--- src/rtl/wide_add_seq.sv ---
// wide_add_seq: 16-bit ADD/ADC/SUB/SBB sequenced over a shared 8-bit adder that has no carry-in.
// Carries are injected with extra "+1" passes. The optional byte mode is enabled by WIDE_ADD_BYTE_MODE_EN.
module wide_add_seq (
    input  logic        clk,
    input  logic        rst_n,
    input  logic        start,
    input  logic [1:0]  op,
    input  logic [15:0] a,
    input  logic [15:0] b,
    input  logic        cf_in,
`ifdef WIDE_ADD_BYTE_MODE_EN
    input  logic        w,
`endif
    output logic        busy,
    output logic        done,
    output logic [15:0] result,
    output logic        cf,
    output logic        zf,
    output logic        sf,
    output logic        of,
    output logic [7:0]  add_a,
    output logic [7:0]  add_b,
    input  logic [7:0]  add_sum,
    input  logic        add_cout
);
    typedef enum logic [2:0] {IDLE, LO, LO_INC, HI, HI_INC} state_t;
    state_t      r_state;
    logic [15:0] r_a;
    logic [15:0] r_b;
    logic        r_sub;
    logic        r_c0;
    logic        r_k;
    logic        r_c16;
    logic [7:0]  r_slo;
    logic [7:0]  r_shi;
    logic        w_byte;
    logic        w_byte_fin;
    logic        w_fin;
    logic        w_k;
    logic        w_c16;
    logic [15:0] w_res;
    logic        w_cy;
    logic        w_of;
`ifdef WIDE_ADD_BYTE_MODE_EN
    logic        r_w;
    assign w_byte = !r_w;
`else
    assign w_byte = 1'b0;
`endif
    // Route the current pass's operands to the shared adder; idle drives zeros.
    always_comb begin
        add_a = (r_state == LO) ? r_a[7:0] :
                (r_state == LO_INC) ? r_slo :
                (r_state == HI) ? r_a[15:8] :
                (r_state == HI_INC) ? r_shi : 8'h00;
        add_b = (r_state == LO) ? r_b[7:0] :
                (r_state == HI) ? r_b[15:8] :
                (r_state == LO_INC || r_state == HI_INC) ? 8'h01 : 8'h00;
    end
    // Decide whether this pass is the last one and form the final result and flags from the live adder output.
    always_comb begin
        w_byte_fin = w_byte && ((r_state == LO && !r_c0) || r_state == LO_INC);
        w_fin = w_byte_fin || (r_state == HI && !r_k) || r_state == HI_INC;
        w_k = (r_state == LO_INC) ? (r_k | add_cout) : add_cout;
        w_c16 = (r_state == HI_INC) ? (r_c16 | add_cout) : add_cout;
        w_res = w_byte_fin ? {8'h00, add_sum} : {add_sum, r_slo};
        w_cy = w_byte_fin ? w_k : w_c16;
        w_of = w_byte_fin ? ((r_a[7] == r_b[7]) && (add_sum[7] != r_a[7])) :
                            ((r_a[15] == r_b[15]) && (add_sum[7] != r_a[15]));
    end
    // Sequencer: accept a request, step through the adder passes, register result and flags on the final pass.
    always_ff @(posedge clk) begin
        if (!rst_n) begin
            r_state <= IDLE;
            r_a <= '0;
            r_b <= '0;
            r_sub <= 1'b0;
            r_c0 <= 1'b0;
            r_k <= 1'b0;
            r_c16 <= 1'b0;
            r_slo <= '0;
            r_shi <= '0;
`ifdef WIDE_ADD_BYTE_MODE_EN
            r_w <= 1'b0;
`endif
            busy <= 1'b0;
            done <= 1'b0;
            result <= '0;
            cf <= 1'b0;
            zf <= 1'b0;
            sf <= 1'b0;
            of <= 1'b0;
        end else begin
            done <= 1'b0;
            case (r_state)
                IDLE: if (start) begin
                    r_a <= a;
                    r_b <= op[1] ? ~b : b;
                    r_sub <= op[1];
                    r_c0 <= op[1] ^ (op[0] & cf_in);
`ifdef WIDE_ADD_BYTE_MODE_EN
                    r_w <= w;
`endif
                    busy <= 1'b1;
                    r_state <= LO;
                end
                LO: begin
                    r_slo <= add_sum;
                    r_k <= w_k;
                    r_state <= r_c0 ? LO_INC : HI;
                end
                LO_INC: begin
                    r_slo <= add_sum;
                    r_k <= w_k;
                    r_state <= HI;
                end
                HI: begin
                    r_shi <= add_sum;
                    r_c16 <= w_c16;
                    r_state <= r_k ? HI_INC : IDLE;
                end
                HI_INC: begin
                    r_shi <= add_sum;
                    r_c16 <= w_c16;
                    r_state <= IDLE;
                end
                default: r_state <= IDLE;
            endcase
            if (w_fin) begin
                r_state <= IDLE;
                busy <= 1'b0;
                done <= 1'b1;
                result <= w_res;
                cf <= w_cy ^ r_sub;
                zf <= (w_res == 16'h0000);
                sf <= add_sum[7];
                of <= w_of;
            end
        end
    end
endmodule

--- config.mk ---
export PLATFORM = sky130hd
export DESIGN_NAME = wide_add_seq
export DESIGN_NICKNAME = d
export VERILOG_FILES = /design/src/rtl/wide_add_seq.sv
export SDC_FILE = /design/constraint.sdc
export NUM_CORES = 1
export LEC_CHECK = 0
export BUFFER_PORTS_ARGS = -buffer_cell sky130_fd_sc_hd__buf_2
export CORE_ASPECT_RATIO = 0.5
export CORE_MARGIN = 4
export CORE_UTILIZATION = 31
export DETAILED_ROUTE_END_ITERATION = 10
export PLACE_DENSITY_LB_ADDON = 0.25
export SETUP_SLACK_MARGIN = 0.5
export SLEW_MARGIN = 20
export SYNTH_ARGS = -nofsm -noshare
export SYNTH_HDL_FRONTEND = slang
export SYNTH_SLANG_ARGS = --single-unit
--- constraint.sdc ---
create_clock -name clk -period 2.5 [get_ports clk]
set_input_delay 0.125 -clock clk [delete_from_list [all_inputs] [get_ports clk]]
set_output_delay 0.125 -clock clk [all_outputs]
set_load 0.02 [all_outputs]
==> impl_metrics.tcl <==
set metrics [dict create \
    status "finished clean" \
    io_pins 85 \
    grt_max_degree 54 \
    antenna_found_initial 0 \
    fin_worst_skew_ps 2.785 \
    routed_via_density 4.873 \
    tritoncts "yes" \
    p_leak_nw 1.661 \
    r2r-start "r_state[0]" \
    dpl.cell_count 567 \
    grt_util_all_layers 0.1482 \
    setup_slack_ps 619.7 \
    clock_tree.root_cell "clkbuf_16" \
    relSlewSlack 0.4811 \
    worst_hold_path.num_cells 3 \
    maxSlewViolCount 0 \
    tightest_slew_ps 775.7 \
    postRouteAntennaNets 0 \
    stdcell_count 584 \
    min-delay-start "a[6]" \
    antenna_cells 0 \
    synth-async-reset-ratio 0 \
    crit_type "reg2out" \
    endpoint_kind "output port" \
    coreArea_sq_um 10310 \
    grt_pass1_wl_um 14690 \
    clk_path_buf_depth 2 \
    setup_viol 0 \
    dp_slack_ps 572.9 \
    cp_max_fo 13 \
    die_x_um 154.3 \
    synth-edff-count 0 \
    synth_fp_nets 413 \
    wl_per_cell_um 15.32 \
    worst_hold_path.endpoint "r_a[6]" \
    ff2ff_path_depth 4 \
    io_buffer_count 84 \
    syn_avg_cell_area_sq_um 9.069 \
    first_global_vias 2703 \
    syn_to_final_growth_pct 25.10 \
    fp.dieArea_sq_um 12530 \
    ys_seq_elements 76 \
    globalRouteOverflowTotal 0 \
    hold_buffers 0 \
    syn_inst 366 \
    min_path_type "in2reg" \
    ir_drop_v 0.0003266 \
    drc 0 \
    syn-cell-area_sq_um 3319 \
    htree_levels 3 \
    rsz0062_at_grt "no" \
    maxCapViolations 0 \
    synth.distinct_cells 41 \
    fin_crit_ps 1880 \
    synth_warnings 0 \
    p_per_area_nw_per_um2 880.7 \
    fmax_mhz 531.8 \
    hold_viol_final 0 \
    gp_congestion 0.7087 \
    hold_slack_ps 23.05 \
    seq_area_frac_synth 0.4583 \
    timing.rr.end "r_a[1]" \
    drt_pass1_iterations 5 \
    path_clk_slew_ps 60 \
    ys.flop_type "dfxtp_1" \
    cts_buffers 9 \
    arrival_ps 1760 \
    dp_hpwl_um 6244 \
    fin_setup_tns_ps 0 \
    drt_iter0_drc 160 \
    num_rows 26 \
    fin_nets 487 \
    crit_required_ps 2380 \
    initial_utilization 0.3219 \
    period_share 0.7521 \
    die_h_um 81.17 \
    insertion_delay_ps 330 \
    reg2reg_slack_ps 770 \
    start_kind "flip-flop" \
    clock_sinks 76 \
    totalWireLength_um 8945 \
    drive_above_1_share 0.3018 \
    vias 2846 \
]
## where the power goes
part / switching (W) / internal [W]
registers: 0.000144 / 0.00137
logic: 0.000517 / 0.000358
clock network: 0.000474 / 0.000794
total: 0.00113 / 0.00252
## metrics by stage
step	power (W)	cell area, sq um	utilization
4_1_cts	0.003693	4143	0.4017
6_report	0.003657	4153	0.4027
3_5_place_dp	0.002405	3841	0.3725
3_3_place_gp	0.002394	3841	0.3725
5_1_grt	0.003886	4153	0.4027
2_1_floorplan	0.002149	3319	-
## synth_stat cells, types with 2 or more instances
library cell   n  area [sq um]
mux2_2         8         90.09
clkbuf_1       9         33.78
nand2_1       44         165.2
nor2_1        25         93.84
nor4_1         5         31.28
xor2_1         2         17.52
mux2i_1        7         70.07
a211oi_1       7         52.55
buf_1          2         7.510
o21a_1         2         15.01
nand2b_1       2         12.51
a211oi_2      10         125.1
buf_4          5         37.54
dfxtp_1       76          1521
o22ai_1        3         18.77
a21oi_1       35         175.2
nand3_1       18         90.09
buf_2         16         80.08
xnor2_1       18         157.7
and3_1         2         12.51
o21ai_0       25         125.1
a22oi_1        9         67.56
a22o_1        18         157.7
## layout make-up
| cell class | instances | area [sq um] |
|---|---|---|
| clock buffer | 13 | 250.2 |
| clock inverter | 2 | 35.03 |
| fill | 1051 | 6160 |
| inverter | 3 | 11.26 |
| multi-input combinational | 256 | 1649 |
| sequential | 76 | 1524 |
| tap | 140 | 175.2 |
| timing repair buffer | 94 | 508.0 |
## per-layer routing
layer | GRT usage | vias to the layer above | wire length, um
met5 | 0 | - | 0
met4 | 0.03700 | 0 | 80
li1 | - | 1454 | -
met1 | 0.2173 | 1317 | 4769
met3 | 0.04843 | 10 | 499
met2 | 0.2074 | 65 | 3595
## state kept, by name, indices dropped and copies added (netlist names), 3 cells and up
name	cells
r_b	16
r_a	16
result	16
r_shi	8
r_state	3
r_slo	8
## kinds of logic (layout without fill, tap and decap cells)
| kind of cell | after synthesis | count (layout) | synth area share |
|---|---|---|---|
| AND/OR/NAND/NOR | 108 | 109 | 0.1602 |
| flip-flops | 76 | 76 | 0.4583 |
| XOR/XNOR | 20 | 20 | 0.05277 |
| AO/OA/AOI/OAI | 112 | 112 | 0.2292 |
| buffers and inverters | 35 | 112 | 0.05126 |
| multiplexers | 15 | 15 | 0.04825 |
## layout by cell type (no fill, tap or decap), types with 2 or more instances in the layout
cell	n
a211oi_1	7
a211oi_2	10
a21oi_1	35
a22o_1	18
a22oi_1	9
and3_1	2
buf_2	84
buf_4	9
clkbuf_1	3
clkbuf_16	9
dfxtp_1	74
dfxtp_2	2
mux2_2	8
mux2i_1	7
nand2_1	44
nand2b_1	2
nand3_1	18
nor2_1	25
nor4_1	5
o21a_1	2
o21ai_0	25
o22ai_1	3
xnor2_1	18
xor2_1	2
## critical path: stages (launching register included)
cell	delay, ps
dfxtp_1	400
buf_4	230
nor2b_2	310
a22oi_1	130
o21ai_0	170
buf_2	190
## timing repair
action                                  4_1_cts  5_1_grt
endpoints found under the setup margin        9       10
gates resized for setup                       3        1
gates cloned                                  0        1
hold endpoints to repair                      0        0
buffers inserted                              1        0
## worst max-delay path by stage
| stage | from | end | slack [ps] |
|---|---|---|---|
| floorplan | r_state[0] | add_a[0] | 890 |
| global placement | r_state[0] | add_a[4] | 650 |
| detailed placement | r_state[0] | add_a[4] | 570 |
| CTS | r_state[2] | add_b[6] | 530 |
| global route | r_state[0] | add_a[3] | 530 |
| finish | r_state[0] | add_a[5] | 620 |
Note: power is estimated with default switching activity, not from simulation.
